### config.mk
export PLATFORM = sky130hd
export DESIGN_NAME = fetch_queue
export DESIGN_NICKNAME = d
export VERILOG_FILES = /design/src/rtl/rv32i_pkg.sv /design/src/rtl/fetch_buffer.sv /design/src/rtl/fetch_queue.sv
export SDC_FILE = /design/constraint.sdc
export NUM_CORES = 1
export LEC_CHECK = 0
export ABC_AREA = 1
export CAP_MARGIN = 20
export CORE_MARGIN = 2
export CORE_UTILIZATION = 46
export CTS_CLUSTER_DIAMETER = 120
export CTS_CLUSTER_SIZE = 20
export DETAILED_ROUTE_END_ITERATION = 10
export GPL_ROUTABILITY_DRIVEN = 0
export PLACE_DENSITY = 0.76
export SETUP_SLACK_MARGIN = 0.2
export SLEW_MARGIN = 20
export SYNTH_ARGS = -nofsm -noshare
export SYNTH_HDL_FRONTEND = slang
export SYNTH_HIERARCHICAL = 1
export SYNTH_SLANG_ARGS = --single-unit
export TNS_END_PERCENT = 20
### constraint.sdc
create_clock -name clk -period 3 [get_ports clk]
set_input_delay 0.6 -clock clk [delete_from_list [all_inputs] [get_ports clk]]
set_output_delay 0.6 -clock clk [all_outputs]
set_load 0.005 [all_outputs]
### src/rtl/rv32i_pkg.sv
// Shared RV32I core definitions: datapath width, canonical NOP, reset PC and
// the fetch queue entry layout.
package rv32i_pkg;

  localparam int XLEN = 32;
  localparam logic [XLEN-1:0] NOP_INSTR = 32'h0000_0013;
  localparam logic [XLEN-1:0] RESET_PC  = 32'h0000_0000;

  typedef struct packed {
    logic            busy;
    logic            filled;
    logic            misaligned;
    logic [XLEN-1:0] pc;
    logic [XLEN-1:0] instr;
  } fq_entry_t;

  localparam fq_entry_t EMPTY_ENTRY = '{busy: 1'b0, filled: 1'b0, misaligned: 1'b0,
                                        pc: '0, instr: '0};

  function automatic logic is_word_aligned(input logic [XLEN-1:0] addr);
    return addr[1:0] == 2'b00;
  endfunction

endpackage

### src/rtl/fetch_buffer.sv
// PC-tagged ring buffer for the fetch queue: allocate at alloc, fill responses
// in order at fill, pop at head. Flush empties everything in one cycle.
module fetch_buffer
  import rv32i_pkg::*;
#(
  parameter int DEPTH = 2
) (
  input  logic                    clk,
  input  logic                    reset,
  input  logic                    flush,
  input  logic                    alloc_en,
  input  logic                    alloc_misaligned,
  input  logic [XLEN-1:0]         alloc_pc,
  input  logic                    fill_en,
  input  logic [XLEN-1:0]         fill_instr,
  input  logic                    pop_en,
  output logic                    head_valid,
  output logic [XLEN-1:0]         head_pc,
  output logic [XLEN-1:0]         head_instr,
  output logic                    head_misaligned,
  output logic [$clog2(DEPTH):0]  count,
  output logic [$clog2(DEPTH):0]  pending,
  output logic                    fill_at_alloc
);

  localparam int PW = $clog2(DEPTH);
  localparam int CW = PW + 1;

  fq_entry_t [DEPTH-1:0] ent_q, ent_d;
  logic [PW-1:0] head_q, head_d;
  logic [PW-1:0] alloc_q, alloc_d;
  logic [PW-1:0] fill_q, fill_d;
  logic [CW-1:0] count_q, count_d;

  always_comb begin
    ent_d   = ent_q;
    head_d  = head_q;
    alloc_d = alloc_q;
    fill_d  = fill_q;
    count_d = count_q;
    if (flush) begin
      ent_d   = '0;
      head_d  = '0;
      alloc_d = '0;
      fill_d  = '0;
      count_d = '0;
    end else begin
      if (fill_en) begin
        ent_d[fill_q].instr  = fill_instr;
        ent_d[fill_q].filled = 1'b1;
        fill_d               = fill_q + PW'(1);
      end
      if (pop_en) begin
        ent_d[head_q] = EMPTY_ENTRY;
        head_d        = head_q + PW'(1);
      end
      if (alloc_en) begin
        ent_d[alloc_q].busy       = 1'b1;
        ent_d[alloc_q].filled     = alloc_misaligned;
        ent_d[alloc_q].misaligned = alloc_misaligned;
        ent_d[alloc_q].pc         = alloc_pc;
        ent_d[alloc_q].instr      = alloc_misaligned ? NOP_INSTR : '0;
        alloc_d                   = alloc_q + PW'(1);
        // A misaligned entry is born filled, so the fill pointer skips past it.
        if (alloc_misaligned) fill_d = fill_q + PW'(1);
      end
      count_d = count_q + CW'(alloc_en) - CW'(pop_en);
    end
  end

  always_ff @(posedge clk) begin
    if (!reset) begin
      ent_q   <= '0;
      head_q  <= '0;
      alloc_q <= '0;
      fill_q  <= '0;
      count_q <= '0;
    end else begin
      ent_q   <= ent_d;
      head_q  <= head_d;
      alloc_q <= alloc_d;
      fill_q  <= fill_d;
      count_q <= count_d;
    end
  end

  always_comb begin
    pending = '0;
    for (int i = 0; i < DEPTH; i++) begin
      if (ent_q[i].busy && !ent_q[i].filled) pending = pending + CW'(1);
    end
  end

  assign head_valid      = ent_q[head_q].filled;
  assign head_pc         = ent_q[head_q].pc;
  assign head_instr      = ent_q[head_q].instr;
  assign head_misaligned = ent_q[head_q].misaligned;
  assign count           = count_q;
  assign fill_at_alloc   = (fill_q == alloc_q);

endmodule

### src/rtl/fetch_queue.sv
// Instruction fetch queue: issues word requests for pc_current, buffers the
// in-order responses and hands {pc, instr} to decode; redirects drop stale data.
module fetch_queue
  import rv32i_pkg::*;
#(
  parameter int DEPTH = 2
) (
  input  logic            clk,
  input  logic            reset,
  input  logic [XLEN-1:0] pc_current,
  output logic            pc_advance,
  input  logic            redirect,
  output logic            imem_req_valid,
  input  logic            imem_req_ready,
  output logic [XLEN-1:0] imem_req_addr,
  input  logic            imem_rsp_valid,
  input  logic [XLEN-1:0] imem_rsp_data,
  output logic            id_valid,
  input  logic            id_ready,
  output logic [XLEN-1:0] id_instr,
  output logic [XLEN-1:0] id_pc,
  output logic            id_misaligned
);

  localparam int CW = $clog2(DEPTH) + 1;

  logic [CW-1:0] drop_q, drop_d;
  logic [CW-1:0] count, pending;
  logic          fill_at_alloc, head_valid;
  logic          can_alloc, mis_alloc, rsp_keep, pop;

  assign can_alloc      = reset && !redirect && (count < CW'(DEPTH)) && (drop_q == '0);
  assign imem_req_valid = can_alloc && is_word_aligned(pc_current);
  assign imem_req_addr  = pc_current;
  assign pc_advance     = imem_req_valid && imem_req_ready;
  // Wait for outstanding fetches to land so the fault entry stays in program order.
  assign mis_alloc      = can_alloc && !is_word_aligned(pc_current) && fill_at_alloc;
  assign rsp_keep       = imem_rsp_valid && !redirect && (drop_q == '0);
  assign id_valid       = head_valid && !redirect;
  assign pop            = id_valid && id_ready;

  always_comb begin
    drop_d = drop_q;
    if (redirect) begin
      // Everything still in flight is stale; a response landing now retires one of them.
      drop_d = drop_q + pending - CW'(imem_rsp_valid);
    end else if (imem_rsp_valid && (drop_q != '0)) begin
      drop_d = drop_q - CW'(1);
    end
  end

  always_ff @(posedge clk) begin
    if (!reset) drop_q <= '0;
    else        drop_q <= drop_d;
  end

  fetch_buffer #(.DEPTH(DEPTH)) u_buf (
    .clk              (clk),
    .reset            (reset),
    .flush            (redirect),
    .alloc_en         (pc_advance || mis_alloc),
    .alloc_misaligned (mis_alloc),
    .alloc_pc         (pc_current),
    .fill_en          (rsp_keep),
    .fill_instr       (imem_rsp_data),
    .pop_en           (pop),
    .head_valid       (head_valid),
    .head_pc          (id_pc),
    .head_instr       (id_instr),
    .head_misaligned  (id_misaligned),
    .count            (count),
    .pending          (pending),
    .fill_at_alloc    (fill_at_alloc)
  );

endmodule

==> flow_summary.yaml, run 1 <==
logic_synthesis:
  synth-edff-count: 0
  synth-compound-area-share_pct: 11.2
  syn-instance-count: 913
  syn_area_mm2: 0.00636
  synth-xor-area-share_pct: 0.275
  synth_top_family_by_area: "simple AND/OR/NAND/NOR gates"
  ys_seq_area_share_pct: 44.4
  yosysMostFrequentCell: "nand2_1"
  synth-seq-cells: 141
  synth_fa_ha_area_share_pct: 1.18
  ys_top_cells_by_count: "nand2_1, dfxtp_1, nand3_1, o21ai_0, a21oi_1"
  ys_types: 25
  synth_top_cells_by_area: "dfxtp_1, nand2_1, nand3_1"
  yosys.area.top_type_share_pct: 44.4
  yosysWarnings: 6
  synth-simple-area-share_pct: 31.1
  synth.largest_area_cell: "dfxtp_1"
  muxShareOfSynthArea_pct: 0
  ys.flop_type: "dfxtp_1"
  syn-num-nets: 989
  async_flop_share_pct: 0
  avgSynthCellArea_um2: 6.96
cts:
  cts-root-buf: "clkbuf_16"
  clk_pin_slew_ns: 0.06
  clkSinkCount: 141
  tritoncts: "yes"
  cts_max_path_buffers: 2
  cts_inserted_buffers: 17
  h-tree-depth: 4
  clk_latency_ns: 0.42
grt:
  grt_pass1_wl_um: 27800
  track_usage_pct: 23.7
  grt_max_degree: 50
  antenna_found_initial: 0
  grt-ovfl-total: 0
  grt_pass1_vias: 5785
setup_path:
  crit_path_end_kind: "output pin"
  worst_setup_path_start_kind: "flop"
  worstSetupStartpoint: "u_buf/head_q"
  cp.arrival_ns: 2.13
  path_max_fanout: 25
  timing.rr.start: "u_buf/head_q"
  ff2ff_setup_slack_ns: 0.54
  crit_type: "flop to output pin"
  reg2reg_depth: 9
  required_ns: 2.40
  r2r_end: "u_buf/ent_q[120]"
  endpoint: "id_instr[0]"
timing:
  hold_violations: 0
  fin_crit_sh_pct: 90.9
  slew_headroom_pct: 41.5
  drv_slew: 0
  fin_setup_tns_ns: 0
  setup_viol: 0
  fin_crit_ns: 2.73
  fmax_ghz: 0.367
  worst_slew_pin_slew_ns: 0.875
  rsz0062_at_grt: "yes"
  skew_ns: 0.00615
finish:
  fill_cells: 1190
  design_area_mm2: 0.00867
  antenna_cells: 0
  final_net_count: 1112
  drive_gt1_share_pct: 7.91
  syn_to_final_growth_pct: 36.4
place:
  placedInstanceArea_mm2: 0.00803
  dp_hpwl_um: 11000
  port_buffers: 169
routing:
  via_per_inst: 5.01
  drt_first_iter_violations: 483
  route.detailed.wl_per_inst_um: 13.8
  dr_total_vias: 6132
  ant_nets: 0
  wl_um: 17000
  firstDrtPassIters: 5
  drc: 0
flow_run:
  maxCapViolCount: 0
floorplan:
  die_w_um: 122
  io_pins: 170
  fp-row-count: 42
  die_h_um: 122
  start_util_pct: 47.6
  die_area_mm2: 0.0148
  core_mm2: 0.0133
min_path:
  hp-class: "flop to flop"
power_and_ir_drop:
  p_leak_nw: 3.44
  vdd_drop_max_mv: 0.274
  power_mw: 4.67
  powerDensity_mw_per_mm2: 538
outcome:
  status: "completed"
[power by group]
part	switching, mW	internal, mW
sequential	0.0147	1.90
clock	0.817	1.44
combinational	0.256	0.238
total	1.09	3.58
[state kept, by name, summed over array words and instances, names as in the netlist]
name	cells
u_buf/alloc_q	1
u_buf/fill_q	1
u_buf/ent_q	134
u_buf/count	2
drop_q	2
u_buf/head_q	1
[cells by family (layout without fill, tap and decap cells)]
group / after synthesis / in the layout
buffers and inverters: 145 / 281
AOI/OAI and AO/OA: 133 / 133
DFF: 141 / 141
adders and majority gates: 6 / 6
and+or+nand+nor: 486 / 486
xor gates and xnor gates: 2 / 2
[per-stage QoR]
step           setup slack [ns]  instances  hold slack (ns)  util [%]
4_1_cts                   0.190       1225            0.448      64.9
5_1_grt                   0.157       1225            0.465      65.0
2_1_floorplan             0.613        913            0.419         -
6_report                  0.274       1225            0.446      65.0
3_5_place_dp              0.110       1193            0.433      60.1
3_3_place_gp              0.213       1193            0.428      60.1
[how the worst min path moves through the flow]
| stage | start | to | slack (ns) | cells past startpoint |
|---|---|---|---|---|
| 6_report | u_buf/ent_q[115] | u_buf/ent_q[115] | 0.45 | 2 |
| 5_1_grt | u_buf/ent_q[114] | u_buf/ent_q[114] | 0.46 | 2 |
| 4_1_cts | u_buf/ent_q[115] | u_buf/ent_q[115] | 0.45 | 2 |
| 3_5_place_dp | u_buf/ent_q[118] | u_buf/ent_q[118] | 0.43 | 2 |
| 3_3_place_gp | u_buf/ent_q[131] | u_buf/ent_q[131] | 0.43 | 2 |
| 2_1_floorplan | u_buf/ent_q[100] | u_buf/ent_q[100] | 0.42 | 2 |
[cell usage in the layout, fill, tap and decap left out]
cell type	instances
buf_6	2
nand2_1	365
o22ai_1	1
nand3_2	1
clkinv_2	3
inv_6	3
buf_12	8
o21ai_2	1
dfxtp_1	140
o21ai_0	61
inv_2	4
clkinvlp_4	1
bufinv_16	4
dlygate4sd2_1	1
nor2_1	17
clkdlybuf4s50_1	168
dfxtp_4	1
clkinv_1	1
o21ai_1	2
buf_4	13
nor2_4	3
clkbuf_16	17
a21oi_1	56
clkinv_4	2
a211oi_1	1
xnor2_1	2
a21oi_2	11
ha_1	6
nand2_2	3
nand2_4	1
nor2_2	2
and3_2	1
inv_1	52
nand3_1	93
clkbuf_8	2
[cell type report]
cell class	instances	area [um^2]	area share, %
well taps	176	220	2.54
flip-flops and latches	141	2830	32.6
clock inverters	13	186	2.15
multi-input cells	627	2800	32.3
clock buffers	19	453	5.22
inverters	57	214	2.47
repair buffers	192	1970	22.7
[worst max-delay path, stage by stage (launching register included)]
cell	delay [ns]
dfxtp_4	0.45
inv_2	0.33
buf_12	0.23
nand2_1	0.08
nand2_1	0.07
clkdlybuf4s50_1	0.54
[what timing repair did]
item,CTS,global route
buffers inserted,0,0
hold buffers,0,0
cloned,0,0
endpoints found under the setup margin,2,24
pin swaps,1,0
gates resized for setup,1,2
[per-layer routing]
metal	vias up	wire length [um]	part of all wire, %	track usage (%)
met3	19	1350	7.9	6.46
met4	0	255	1.5	9.48
li1	3115	-	-	-
met2	248	7840	46	38.1
met5	-	0	0	0
met1	2750	7510	44	30.2
No activity file was read; power rests on OpenSTA's default activity.
==> run 2: changes to the inputs <==
Settings changed: ABC_CLOCK_PERIOD_IN_PS set to 3000, CTS_CLUSTER_SIZE 20 to 24.
==> results of run 2 <==
The final DEF is identical to that of run 1; final timing and power are the same.
